<file path="config.mk">
export PLATFORM = sky130hd
export DESIGN_NAME = pixel_sequencer
export DESIGN_NICKNAME = d
export VERILOG_FILES = /design/src/rtl/pixel_sequencer.sv
export SDC_FILE = /design/constraint.sdc
export NUM_CORES = 1
export LEC_CHECK = 0
export CAP_MARGIN = 20
export CORE_ASPECT_RATIO = 0.5
export CORE_UTILIZATION = 40
export CTS_CLUSTER_SIZE = 12
export DETAILED_ROUTE_END_ITERATION = 8
export PLACE_DENSITY = 0.82
export SYNTH_ARGS = -nofsm -noshare
export SYNTH_HDL_FRONTEND = slang
export SYNTH_SLANG_ARGS = --single-unit
</file>
<file path="constraint.sdc">
create_clock -name clk -period 2.35 [get_ports clk]
set_clock_uncertainty 0.2 [all_clocks]
set_input_delay 0.3525 -clock clk [delete_from_list [all_inputs] [get_ports clk]]
set_output_delay 0.3525 -clock clk [all_outputs]
set_load 0.03 [all_outputs]
</file>
<file path="src/rtl/pixel_sequencer.sv">
// Per-pixel shader sequencer: walks a WIDTH x HEIGHT frame, streams the program ROM
// to the ALU for each pixel and hands the ALU result downstream with valid/ready.
module pixel_sequencer #(
    parameter int WIDTH       = 640,
    parameter int HEIGHT      = 480,
    parameter int PROG_ADDR_W = 6
) (
    input  logic                   clk,
    input  logic                   reset_n,
    input  logic                   frame_start,
    input  logic [PROG_ADDR_W:0]   prog_len,
    output logic [PROG_ADDR_W-1:0] prog_addr,
    input  logic [45:0]            prog_data,
    output logic [45:0]            instruction,
    output logic [31:0]            x_coord,
    output logic [31:0]            y_coord,
    output logic [31:0]            f_number,
    input  logic [11:0]            alu_value,
    output logic                   pixel_valid,
    input  logic                   pixel_ready,
    output logic [11:0]            pixel_data,
    output logic                   frame_done
);

    localparam int XW = (WIDTH  > 1) ? $clog2(WIDTH)  : 1;
    localparam int YW = (HEIGHT > 1) ? $clog2(HEIGHT) : 1;

    localparam logic [45:0] NOP = 46'h2000_0000_0000;

    localparam logic [2:0] S_IDLE  = 3'd0;
    localparam logic [2:0] S_FETCH = 3'd1;
    localparam logic [2:0] S_RUN   = 3'd2;
    localparam logic [2:0] S_EMIT  = 3'd3;
    localparam logic [2:0] S_DONE  = 3'd4;

    localparam logic [XW-1:0] X_LAST = XW'(WIDTH - 1);
    localparam logic [YW-1:0] Y_LAST = YW'(HEIGHT - 1);

    logic [2:0]           state_q, state_d;
    logic [XW-1:0]        x_q, x_d;
    logic [YW-1:0]        y_q, y_d;
    logic [31:0]          f_q, f_d;
    logic [PROG_ADDR_W:0] pc_q, pc_d;
    logic [PROG_ADDR_W:0] len_m1_q, len_m1_d;
    logic [PROG_ADDR_W:0] pc_inc;

    assign pc_inc = pc_q + 1'b1;

    always_comb begin
        state_d  = state_q;
        x_d      = x_q;
        y_d      = y_q;
        f_d      = f_q;
        pc_d     = pc_q;
        len_m1_d = len_m1_q;
        case (state_q)
            S_IDLE: begin
                if (frame_start) begin
                    state_d = S_FETCH;
                    x_d     = '0;
                    y_d     = '0;
                end
            end
            S_FETCH: begin
                // Program length is latched once per pixel; zero runs a single instruction.
                pc_d     = '0;
                len_m1_d = (prog_len == '0) ? '0 : prog_len - 1'b1;
                state_d  = S_RUN;
            end
            S_RUN: begin
                if (pc_q == len_m1_q) begin
                    state_d = S_EMIT;
                end else begin
                    pc_d = pc_inc;
                end
            end
            S_EMIT: begin
                if (pixel_ready) begin
                    if (x_q == X_LAST) begin
                        x_d = '0;
                        if (y_q == Y_LAST) begin
                            y_d     = '0;
                            state_d = S_DONE;
                        end else begin
                            y_d     = y_q + 1'b1;
                            state_d = S_FETCH;
                        end
                    end else begin
                        x_d     = x_q + 1'b1;
                        state_d = S_FETCH;
                    end
                end
            end
            S_DONE: begin
                f_d     = f_q + 32'd1;
                x_d     = '0;
                y_d     = '0;
                state_d = frame_start ? S_FETCH : S_IDLE;
            end
            default: state_d = S_IDLE;
        endcase
    end

    always_ff @(posedge clk or negedge reset_n) begin
        if (!reset_n) begin
            state_q  <= S_IDLE;
            x_q      <= '0;
            y_q      <= '0;
            f_q      <= '0;
            pc_q     <= '0;
            len_m1_q <= '0;
        end else begin
            state_q  <= state_d;
            x_q      <= x_d;
            y_q      <= y_d;
            f_q      <= f_d;
            pc_q     <= pc_d;
            len_m1_q <= len_m1_d;
        end
    end

    // The ROM answers one cycle late, so RUN always looks one address ahead of pc.
    assign prog_addr   = (state_q == S_RUN) ? pc_inc[PROG_ADDR_W-1:0] : '0;
    assign instruction = (state_q == S_RUN) ? prog_data : NOP;

    assign x_coord     = {{(32 - XW){1'b0}}, x_q};
    assign y_coord     = {{(32 - YW){1'b0}}, y_q};
    assign f_number    = f_q;

    assign pixel_valid = (state_q == S_EMIT);
    assign pixel_data  = (state_q == S_EMIT) ? alu_value : 12'd0;
    assign frame_done  = (state_q == S_DONE);

endmodule

</file>
======== After elaboration in Yosys (flattened, before gate mapping) ========
Index checks and enable logic that the tools add are counted.
Widths: inputs -> output; s select.
word-level totals
  bits in registers ....................... 68
  bits of input ports ..................... 69
cells by class
  mux-type cells .......................... 22
  reductions and logical operators ........ 8
  equal/unequal tests ..................... 12
  add/sub/neg operators ................... 5
operators by type and width
  kind                   number
  $mux 46                1
  $mux 9                 4
  $add 32x1->32 const B  1
  $mux 10                3
  $pmux 10 s3            1
  $pmux 9 s3             1
  $mux 3                 5
  $pmux 3 s5             1
  $mux 7                 2
  $pmux 7 s2             1
  $mux 12                1
  $add 10x1->10 const B  1
  $eq 10x10->1 const B   1
  $add 9x1->9 const B    1
  $eq 9x9->1 const B     1
  $add 7x1->7 const B    1
  $eq 7x7->1             1
  $logic_not 7->1        1
  $sub 7x1->7 const B    1
  $eq 3x2->1 const B     2
  $mux 6                 1
  $ne 2x2->1 const B     3
  $reduce_and 3->1       2
  $ne 2x1->1 const B     2
  8 further kinds        8

======== Depth between registers and ports, before layout ========
Gate-level depths: netlist (run 1).
  word-level depth ........................ 5
  depth in mapped cells ................... 7
  gate-level depth less buffers ........... 6

======== Least setup slack after synthesis (run 1) ========
OpenSTA, ideal clock, no wires.
  path type ............................... reg-to-output
  start point ............................. reg state_q[0]
  end point ............................... out instruction[10]
  data arrival time ....................... 1.677 ns
  cell stages (with the launch flop) ...... 6
  required time ........................... 1.798 ns
  path buffers ............................ 3
  path slack .............................. 0.120 ns
  cell sequence ........................... dfrtp_1 > clkbuf_1 > nor3b_1 > clkbuf_1 > clkbuf_1 > and2_1
between the ends
  word-level cells in the longest chain between the ends .. 2
RTL lines
  element                 line  source
  start, declared         39    logic [2:0] state_q, state_d;
  start signal, assigned  113   state_q <= state_d;
  $eq 3x2->1              124   assign instruction = (state_q == S_RUN) ? prog_data : NOP;
  $mux 46                 124
  end, declared           14    output logic [45:0] instruction,
No other way between the ends.

======== Worst setup path in the final report (run 1) ========
  start point ............................. reg state_q[2]
  end point ............................... out prog_addr[3]
between the ends
  word-level cells in the longest chain between the ends .. 2
RTL lines
  element        line  source
  $eq 3x2->1     123   assign prog_addr = (state_q == S_RUN) ? pc_inc[PROG_ADDR_W-1:0] : '0;
  $mux 6         123
  end, declared  12    output logic [PROG_ADDR_W-1:0] prog_addr,
No other way between the ends.

==> results.cfg, run 1 <==
[job]
maxCapViolations = 0

[setup_path]
critPathBufInv = 2
critPathKind = register to primary output
cp.required_ns = 1.80
crit_family = simple AND/OR/NAND/NOR gates
arrival_ns = 1.75
worst_setup_path_start_kind = register
slowest_delay_ns = 0.49
cpMaxStageDelayCell = dfrtp_2
end_kind = primary output
path_cells = or3b_4, buf_4, nor2_1, buf_4
crit_path_max_fanout = 10
crit_top_cell = buf_4

[clock_network]
worstSkewPairLatency_ns = 0.33
cts_tree = done
clk_pin_slew_worst_paths_ns = 0.06
root_buffer = clkbuf_16
numCtsBuffers = 9
cts_buffer_depth = 2
htreeDepth = 3
cts.sinks = 68

[drt]
drt_iter0_drc = 196
dr.pass1.iters = 5
via_count = 4096
routed_wl_um = 13400
drc = 0
vias_per_cell = 5.01
routedWlPerCell_um = 16.5
postRouteAntennaNets = 0

[synth]
ys_types = 56
yosysWarnings = 0
syn_inst = 467
synth_top_area_share_pct = 39.2
synth_ff_type = dfrtp_1
synth_area_leaders = dfrtp_1 (39%), buf_4 (9.0%), and2_1 (6.9%), xnor2_1 (6.3%), and3_1 (3.2%)
ys_ff_latch = 68
yosysTopAreaCell = dfrtp_1
synth.cell_area_um2 = 4340
synth_edf_count = 0
async_flop_share_pct = 100
avgSynthCellArea_um2 = 9.29
yosysSeqAreaShare_pct = 39.2

[die]
initial_core_util_pct = 41.8
die_width_um = 149
die_area_um2 = 11300
die_h_um = 75.6
core-area_um2 = 10400
pin_count = 231
rows = 26

[pwr]
power_frac_seq_pct = 36.9
power.switching_mw = 0.805
p_per_area_nw_per_um2 = 488
pwr-share-clk_pct = 47.9
p_int_mw = 2.41
power_frac_comb_pct = 15.2
switching_share_pct = 25.0
p_leak_nw = 2.95
ir_drop_mv = 0.438

[sta]
setup_ws_ns = 0.0443
post-route-period-util_pct = 98.1
fin_crit_ns = 2.31
hold_ws_ns = 0.277
tightestPinTransition_ns = 0.662
setup_viol = 0
relSlewSlack_pct = 55.8
fmax_mhz = 434
slew_viol_final = 0
finalHoldViolations = 0

[hold_path]
hp-class = register to register

[global_routing]
grt_usage_pct = 23.1
grt_max_degree = 27
antenna_found_initial = 0
grt_pass1_vias = 3703
grt_remaining_overflow = 0
grt_pass1_wl_um = 19900

[final_layout]
layout-drive-gt1-share_pct = 20.4
finalNetCount = 746
syn_to_final_growth_pct = 52.0
antenna_cells = 0

[placed_design]
pre_cts_ws_ns = -0.156
hpwl_um = 9930
port_buffers = 185
place_congestion = 0.841

[outcome]
status = completed
## per-stage QoR
step	utilization, %	power, mW	TNS (ns)	instance area [um2]	instances
after floorplan	-	1.50	0	4500	511
after global placement	59.3	1.69	-0.531	6150	791
after detailed placement	59.3	1.69	-0.843	6150	791
after CTS	62.8	3.23	0	6520	808
after global routing	63.5	3.31	-0.00284	6590	817
final	63.5	3.22	0	6590	817
## layout make-up
cell class,instances,area (um2)
fillers,853,3780
multi-input cells,366,2320
repair buffers,215,2010
flip-flops and latches,68,1710
clock buffers,9,225
well taps,140,175
clock inverters,7,115
inverters,12,45.0
## cell usage in the layout, fill, tap and decap left out, types with 8 or more instances in the layout
cell             synthesis  final
nand3_1                 27     27
dfrtp_1                 68     63
nand2_1                 31     31
conb_1                   1     45
inv_1                   12     12
xor2_1                  14     14
buf_4                   52     84
nor2_1                  21     21
o31ai_1                 10     10
and2_1                  48     48
a21oi_1                  8      8
and3_1                  22     22
nand4_1                 14     14
clkdlybuf4s50_1          0    118
o21ai_0                 18     18
xnor2_1                 31     31
clkbuf_16                0      9
## cells by family (layout without fill, tap and decap cells)
group	Yosys count	count (layout)	share of synthesized area, %
simple gates	207	207	27.9
buf+inv	77	243	11.5
xor+xnor	45	45	9.09
flops	68	68	39.2
compound gates	56	56	8.71
fa+ha+maj	5	5	1.44
other cells	1	45	0.0864
mux	8	8	2.05
## per-layer routing
metal	vias up	routed length [um]	global-route usage, %	part of all wire, %
met4	0	273	7.82	2.0
li1	1945	-	-	-
met2	161	6350	37.7	47
met1	1965	6080	31.2	45
met5	-	0	0	0
met3	25	749	4.91	5.6
## sequential cells by signal (all words and copies together), names as in the netlist
| signal | cells |
|---|---|
| f_number | 32 |
| x_q | 10 |
| y_q | 9 |
| len_m1_q | 7 |
| pc_q | 7 |
| state_q | 3 |
## synth_stat cells (all sizes together), types with 12 or more instances
cell   count
and2      48
and3      22
buf       56
dfrtp     68
inv       12
nand2     31
nand3     27
nand4     15
nor2      21
o21ai     20
xnor2     31
xor2      14
## worst paths after layout
| path | start | to | cells after the start | slack [ns] |
|---|---|---|---|---|
| min reg2reg | f_number[31]$_DFFE_PN0N_ | f_number[31]$_DFFE_PN0N_ | 1 | 0.28 |
| max | state_q[2]$_DFFE_PN0P_ | prog_addr[3] | 4 | 0.04 |
| min | f_number[31]$_DFFE_PN0N_ | f_number[31]$_DFFE_PN0N_ | 1 | 0.28 |
| min in group asynchronous | reset_n | x_q[3]$_DFFE_PN0P_ | 2 | 0.41 |
| max reg2reg | y_q[0]$_DFFE_PN0P_ | y_q[7]$_DFFE_PN0P_ | 5 | 0.12 |
| max in group asynchronous | reset_n | pc_q[0]$_DFFE_PN0P_ | 3 | 0.97 |
## timing repair
item,in CTS,in global routing
pin swaps,0,1
buffers inserted,0,7
cloned,0,2
hold buffers,1,0
resized for setup,6,7
endpoints found under the setup margin,50,43
endpoints found under the hold margin,24,0
## power by group through the flow
stage / clock network [mW] / registers (mW) / logic [mW]
after floorplan: 0 / 1.22 / 0.281
after global placement: 0 / 1.21 / 0.485
after detailed placement: 0 / 1.21 / 0.483
after CTS: 1.55 / 1.19 / 0.490
after global routing: 1.61 / 1.19 / 0.517
final: 1.54 / 1.19 / 0.490
(Power assumes the default switching activity.)
==> run 2, diff against run 1 <==
--- a/config.mk
+++ b/config.mk
@@ -8,7 +8,7 @@
 export CAP_MARGIN = 20
 export CORE_ASPECT_RATIO = 0.5
 export CORE_UTILIZATION = 40
-export CTS_CLUSTER_SIZE = 12
+export CTS_CLUSTER_SIZE = 10
 export DETAILED_ROUTE_END_ITERATION = 8
 export PLACE_DENSITY = 0.82
 export SYNTH_ARGS = -nofsm -noshare
==> results of run 2 <==
Final layout, timing and power as in run 1 (identical DEF).
